`config.mk`:
```
export PLATFORM = sky130hd
export DESIGN_NAME = mem_arbiter
export DESIGN_NICKNAME = d
export VERILOG_FILES = /design/src/rtl/mem_arbiter.sv
export SDC_FILE = /design/constraint.sdc
export NUM_CORES = 1
export LEC_CHECK = 0
export ABC_AREA = 1
export BUFFER_PORTS_ARGS = -buffer_cell sky130_fd_sc_hd__buf_2
export CAP_MARGIN = 20
export CORE_AREA = 3 3 371 373
export CTS_CLUSTER_SIZE = 12
export DETAILED_ROUTE_END_ITERATION = 10
export DIE_AREA = 0 0 374 376
export PLACE_DENSITY_LB_ADDON = 0.08
export SETUP_SLACK_MARGIN = 0.02
export SYNTH_ARGS = -nofsm -noshare
export SYNTH_HDL_FRONTEND = slang
export SYNTH_SLANG_ARGS = --single-unit
```
`constraint.sdc`:
```
create_clock -name clk -period 2.2 [get_ports clk]
set_input_delay 0.22 -clock clk [delete_from_list [all_inputs] [get_ports clk]]
set_output_delay 0.22 -clock clk [all_outputs]
set_load 0.01 [all_outputs]
```
`src/rtl/mem_arbiter.sv`:
```
// mem_arbiter
//   Two-client arbiter in front of the external memory port. Client 0 is the
//   dcache and client 1 is the icache. Only one transaction is in flight at a
//   time. The arbiter forwards the owner's request and write-data channels, and
//   it steers the read response beats back to the owner.
//   Requests pass through with one cycle of latency (an IDLE arbitration cycle).
//   Responses pass through with zero cycles of latency.
//
// Ports
//   clk, reset                  clock, synchronous active-high reset
//   cX_req_*                    client request channel (valid/ready/rw/addr/tag)
//   cX_req_data_*               client write-data channel (valid/ready/bits/mask)
//   cX_resp_valid/data/tag      read beats; data/tag are a shared passthrough bus
//   mem_req_*, mem_req_data_*   request and write-data channels toward memory
//   mem_resp_valid/data/tag     read beats from memory
module mem_arbiter #(
    parameter int MEM_ADDR_BITS = 28,
    parameter int MEM_DATA_BITS = 128,
    parameter int MEM_TAG_BITS  = 5,
    parameter int READ_BEATS    = 4
) (
    input  logic                       clk,
    input  logic                       reset,
    // client 0 (dcache)
    input  logic                       c0_req_valid,
    output logic                       c0_req_ready,
    input  logic                       c0_req_rw,
    input  logic [MEM_ADDR_BITS-1:0]   c0_req_addr,
    input  logic [MEM_TAG_BITS-1:0]    c0_req_tag,
    input  logic                       c0_req_data_valid,
    output logic                       c0_req_data_ready,
    input  logic [MEM_DATA_BITS-1:0]   c0_req_data_bits,
    input  logic [MEM_DATA_BITS/8-1:0] c0_req_data_mask,
    output logic                       c0_resp_valid,
    output logic [MEM_DATA_BITS-1:0]   c0_resp_data,
    output logic [MEM_TAG_BITS-1:0]    c0_resp_tag,
    // client 1 (icache)
    input  logic                       c1_req_valid,
    output logic                       c1_req_ready,
    input  logic                       c1_req_rw,
    input  logic [MEM_ADDR_BITS-1:0]   c1_req_addr,
    input  logic [MEM_TAG_BITS-1:0]    c1_req_tag,
    input  logic                       c1_req_data_valid,
    output logic                       c1_req_data_ready,
    input  logic [MEM_DATA_BITS-1:0]   c1_req_data_bits,
    input  logic [MEM_DATA_BITS/8-1:0] c1_req_data_mask,
    output logic                       c1_resp_valid,
    output logic [MEM_DATA_BITS-1:0]   c1_resp_data,
    output logic [MEM_TAG_BITS-1:0]    c1_resp_tag,
    // memory side
    output logic                       mem_req_valid,
    input  logic                       mem_req_ready,
    output logic                       mem_req_rw,
    output logic [MEM_ADDR_BITS-1:0]   mem_req_addr,
    output logic [MEM_TAG_BITS-1:0]    mem_req_tag,
    output logic                       mem_req_data_valid,
    input  logic                       mem_req_data_ready,
    output logic [MEM_DATA_BITS-1:0]   mem_req_data_bits,
    output logic [MEM_DATA_BITS/8-1:0] mem_req_data_mask,
    input  logic                       mem_resp_valid,
    input  logic [MEM_DATA_BITS-1:0]   mem_resp_data,
    input  logic [MEM_TAG_BITS-1:0]    mem_resp_tag
);

    localparam int BEAT_W = (READ_BEATS > 1) ? $clog2(READ_BEATS) : 1;
    localparam logic [BEAT_W-1:0] LAST_BEAT = BEAT_W'(READ_BEATS - 1);

    typedef enum logic [1:0] {IDLE, GRANT, WR, RD} state_e;

    state_e              state_q, state_d;
    logic                owner_q, owner_d;
    logic                last_q, last_d;
    logic [BEAT_W-1:0]   beat_q, beat_d;
    logic                winner;
    logic                wdata_valid;

    // Round-robin: on contention, the client that did not win last time wins now.
    // Reset sets last=1, so client 0 wins the first contended grant.
    assign winner = (c0_req_valid && c1_req_valid) ? ~last_q : c1_req_valid;

    // The read data and tag go to both clients. Only resp_valid is steered.
    assign c0_resp_data = mem_resp_data;
    assign c0_resp_tag  = mem_resp_tag;
    assign c1_resp_data = mem_resp_data;
    assign c1_resp_tag  = mem_resp_tag;

    always_ff @(posedge clk) begin
        if (reset) begin
            state_q <= IDLE;
            owner_q <= 1'b0;
            last_q  <= 1'b1;
            beat_q  <= '0;
        end else begin
            state_q <= state_d;
            owner_q <= owner_d;
            last_q  <= last_d;
            beat_q  <= beat_d;
        end
    end

    always_comb begin
        state_d = state_q;
        owner_d = owner_q;
        last_d  = last_q;
        beat_d  = beat_q;

        mem_req_valid      = 1'b0;
        mem_req_rw         = owner_q ? c1_req_rw   : c0_req_rw;
        mem_req_addr       = owner_q ? c1_req_addr : c0_req_addr;
        mem_req_tag        = owner_q ? c1_req_tag  : c0_req_tag;
        wdata_valid        = 1'b0;
        mem_req_data_bits  = owner_q ? c1_req_data_bits : c0_req_data_bits;
        mem_req_data_mask  = owner_q ? c1_req_data_mask : c0_req_data_mask;
        c0_req_ready       = 1'b0;
        c1_req_ready       = 1'b0;
        c0_req_data_ready  = 1'b0;
        c1_req_data_ready  = 1'b0;
        c0_resp_valid      = 1'b0;
        c1_resp_valid      = 1'b0;

        case (state_q)
            IDLE: begin
                // Arbitrate only. Nothing is accepted in this cycle.
                if (c0_req_valid || c1_req_valid) begin
                    owner_d = winner;
                    last_d  = winner;
                    state_d = GRANT;
                end
            end
            GRANT: begin
                mem_req_valid = 1'b1;
                c0_req_ready  = mem_req_ready && !owner_q;
                c1_req_ready  = mem_req_ready &&  owner_q;
                if (mem_req_ready) begin
                    state_d = mem_req_rw ? WR : RD;
                    beat_d  = '0;
                end
            end
            WR: begin
                wdata_valid       = owner_q ? c1_req_data_valid : c0_req_data_valid;
                c0_req_data_ready = mem_req_data_ready && !owner_q;
                c1_req_data_ready = mem_req_data_ready &&  owner_q;
                if (wdata_valid && mem_req_data_ready) state_d = IDLE;
            end
            RD: begin
                c0_resp_valid = mem_resp_valid && !owner_q;
                c1_resp_valid = mem_resp_valid &&  owner_q;
                if (mem_resp_valid) begin
                    if (beat_q == LAST_BEAT) begin
                        beat_d  = '0;
                        state_d = IDLE;
                    end else begin
                        beat_d = beat_q + BEAT_W'(1);
                    end
                end
            end
            default: state_d = IDLE;
        endcase

        mem_req_data_valid = wdata_valid;
    end

endmodule
```
==> summary.json <==
{
  "floorplan": {
    "initial_core_util_pct": 3.40,
    "placement_rows": 135,
    "top_level_ports": 950,
    "die_h_um": 376,
    "core_region_area_sq_mm": 0.135,
    "die_boundary_width_um": 374,
    "floorplan.die_area_sq_mm": 0.141
  },
  "drt": {
    "detailedRoute.firstIterationViolations": 293,
    "routedWlPerCell_um": 12.3,
    "vias_per_std_cell": 2.04,
    "detail-route-antenna-nets": 0,
    "via_count": 6019,
    "wirelength_um": 36400,
    "firstDrtPassIters": 4,
    "post-route-drc-count": 0
  },
  "global_routing": {
    "globalRouteOverflowTotal": 0,
    "grt_first_pass_wirelength_um": 47800,
    "grt.total_usage_pct": 4.74,
    "number_of_antenna_violations_at_the_first_check_in_global_routing": 6,
    "via_count_of_the_first_global_routing_pass": 6195,
    "largest_net_degree_at_the_start_of_global_routing": 56
  },
  "logic_synthesis": {
    "ys_top_cells_by_area": "sky130_fd_sc_hd__nand2_1 (45%), sky130_fd_sc_hd__buf_4 (45%), sky130_fd_sc_hd__buf_2 (2.6%)",
    "synth.largest_area_cell": "sky130_fd_sc_hd__nand2_1",
    "synth_xor_xnor_area_share_pct": 0,
    "synth_seq_cells": 6,
    "synth_simple_gate_area_share_pct": 47.2,
    "synth_nets": 1403,
    "syn_avg_cell_area_sq_um": 5.08,
    "synth_top_family_by_area": "buffers and inverters",
    "synth_top_cell_area_share_pct": 45.0,
    "compound_gate_fraction_of_synth_area_pct": 0.982,
    "synth_mux_area_share_pct": 0,
    "synth_adder_area_share_pct": 0.273,
    "yosys_warnings": 0,
    "synth_cells": 904,
    "synth_cell_type_count": 16,
    "yosysSeqAreaShare_pct": 2.62,
    "syn-cell-area_sq_mm": 0.00459
  },
  "timing": {
    "hold_viol": 0,
    "finClkSkew_ns": 0.000930,
    "slew_violations": 0,
    "layout_setup_ws_ns": 0.299,
    "holdWs_ns": 0.266,
    "timing.max_slew.rel_slack_pct": 78.6,
    "post-route-min-period_ns": 1.90,
    "min_period_over_period_pct": 86.4,
    "rsz0062_at_grt": "no",
    "worst-slew-pin-transition_ns": 0.320,
    "max_clock_freq_ghz": 0.526,
    "timing.final.setup_violations": 0,
    "fin_setup_tns_ns": 0
  },
  "outcome": {
    "status": "complete, no violations"
  },
  "place": {
    "numPlacedInstances": 2943,
    "detailed_place_hpwl_um": 32200,
    "port-buffer-count": 550,
    "finalWeightedCongestion": 0.809,
    "preCtsSetupSlack_ns": 0.390
  },
  "clock_tree": {
    "postCtsSetupBuffers": 0,
    "cts_tree": "done",
    "cts-root-to-sink-buffers": 2,
    "cts_made_buffers": 3,
    "clk_latency_ns": 0.23,
    "cts.sink_count": 6,
    "ctsRootBufferMaster": "sky130_fd_sc_hd__clkbuf_16",
    "holdBufCountCts": 0,
    "post_cts_resize_count": 0,
    "h-tree-depth": 1,
    "cts.clk_slew.worst_paths_ns": 0.04
  },
  "finish": {
    "final_cell_count_no_fill": 2947,
    "fillCellCount": 16221,
    "syn2layout_area_growth_pct": 66.3,
    "nets": 1666,
    "post_route_cells_drive_above_1_share_pct": 49.0,
    "antenna_cells": 0
  },
  "pwr": {
    "power_per_cell_area_mw_per_mm2": 342,
    "vdd_drop_max_uv": 246,
    "power_leakage_nw": 4.04
  },
  "worst_setup_path": {
    "critPathLaunchType": "flop",
    "crit_path_end_kind": "output port",
    "critPathKind": "flop to output port",
    "worst_ep_required_time_ns": 1.98,
    "cp_data_arrival_time_ns": 1.68,
    "critical_path.max_fanout": 5
  },
  "flow_run": {
    "max-cap-violations": 0
  },
  "hold_path": {
    "hp-class": "input pin to flop"
  }
}
stage by stage:
step                utilization (%)  total power, mW  cell area, sq um
global route                   5.65             2.91              7630
floorplan                         -             1.64              4590
CTS                            5.65             2.71              7630
finish                         5.65             2.61              7630
global placement               5.59             2.43              7550
detailed placement             5.59             2.38              7550
cells in the mapped netlist:
master                     number
sky130_fd_sc_hd__nand2_1      550
sky130_fd_sc_hd__buf_4        272
sky130_fd_sc_hd__buf_2         24
sky130_fd_sc_hd__clkbuf_1       9
sky130_fd_sc_hd__inv_1          9
sky130_fd_sc_hd__nor2_1         9
sky130_fd_sc_hd__nand3_1        8
sky130_fd_sc_hd__a21oi_1        7
sky130_fd_sc_hd__dfxtp_1        6
sky130_fd_sc_hd__nor3_1         3
sky130_fd_sc_hd__o21ai_0        2
sky130_fd_sc_hd__buf_6          1
sky130_fd_sc_hd__ha_1           1
sky130_fd_sc_hd__inv_2          1
sky130_fd_sc_hd__nand2_2        1
sky130_fd_sc_hd__nor2_2         1
cell families after synthesis:
| family | after synthesis |
|---|---|
| DFF | 6 |
| adders and majority gates | 1 |
| buffers and inverters | 316 |
| and+or+nand+nor | 572 |
| AOI/OAI and AO/OA | 9 |
path summary, 6_finish.rpt:
kind	startpoint	to	slack, ns	depth (start not counted)
worst max register to register	owner_q	state_q[0]	0.77	7
worst min register to register	last_q	last_q	0.47	2
worst min-delay path	reset	state_q[1]	0.27	2
worst max-delay path	state_q[1]	c1_req_data_ready	0.30	6
metal layers:
metal  share of wire, %  vias up  global-route usage (%)
met5               0.11        -                       0
met4                4.4        6                    1.81
met3                 14       95                    2.59
met2                 49      464                    8.60
met1                 33     2510                    4.46
li1                   -     2944                       -
sequential cells by signal, summed over array words and instances (netlist names):
signal / cells
beat_q: 2
last_q: 1
owner_q: 1
state_q: 2
placed cells by master (no fill, tap or decap):
cell / synthesis / layout
sky130_fd_sc_hd__nand2_1: 550 / 550
sky130_fd_sc_hd__buf_2: 24 / 550
sky130_fd_sc_hd__inv_1: 9 / 9
sky130_fd_sc_hd__nor2_1: 9 / 9
sky130_fd_sc_hd__nand3_1: 8 / 8
sky130_fd_sc_hd__buf_4: 272 / 8
sky130_fd_sc_hd__a21oi_1: 7 / 7
sky130_fd_sc_hd__buf_12: 0 / 6
sky130_fd_sc_hd__dfxtp_1: 6 / 5
sky130_fd_sc_hd__nor3_1: 3 / 3
sky130_fd_sc_hd__clkbuf_16: 0 / 3
sky130_fd_sc_hd__o21ai_0: 2 / 2
sky130_fd_sc_hd__nor2_2: 1 / 1
sky130_fd_sc_hd__inv_6: 0 / 1
sky130_fd_sc_hd__nand2_2: 1 / 1
sky130_fd_sc_hd__ha_1: 1 / 1
sky130_fd_sc_hd__clkbuf_1: 9 / 1
sky130_fd_sc_hd__dfxtp_4: 0 / 1
cell type report:
type	count	area [sq um]	share of cell area (%)
clock buffer	4	78.8	1.03
inverter	10	42.5	0.558
multi-input combinational	582	2220	29.1
sequential	6	124	1.62
tap	1781	2230	29.2
timing repair buffer	564	2930	38.4
worst max-delay path, cell delays in order (launching register included):
cell                      delay [ns]
sky130_fd_sc_hd__dfxtp_1        0.40
sky130_fd_sc_hd__inv_1          0.08
sky130_fd_sc_hd__nor2_1         0.24
sky130_fd_sc_hd__inv_1          0.21
sky130_fd_sc_hd__nor3_1         0.23
sky130_fd_sc_hd__buf_4          0.15
sky130_fd_sc_hd__buf_2          0.13
where the power goes:
group | internal (mW) | switching (mW)
combinational | 0.843 | 1.31
sequential | 0.124 | 0.0178
clock | 0.242 | 0.0725
total | 1.21 | 1.40
(Power assumes the default switching activity.)
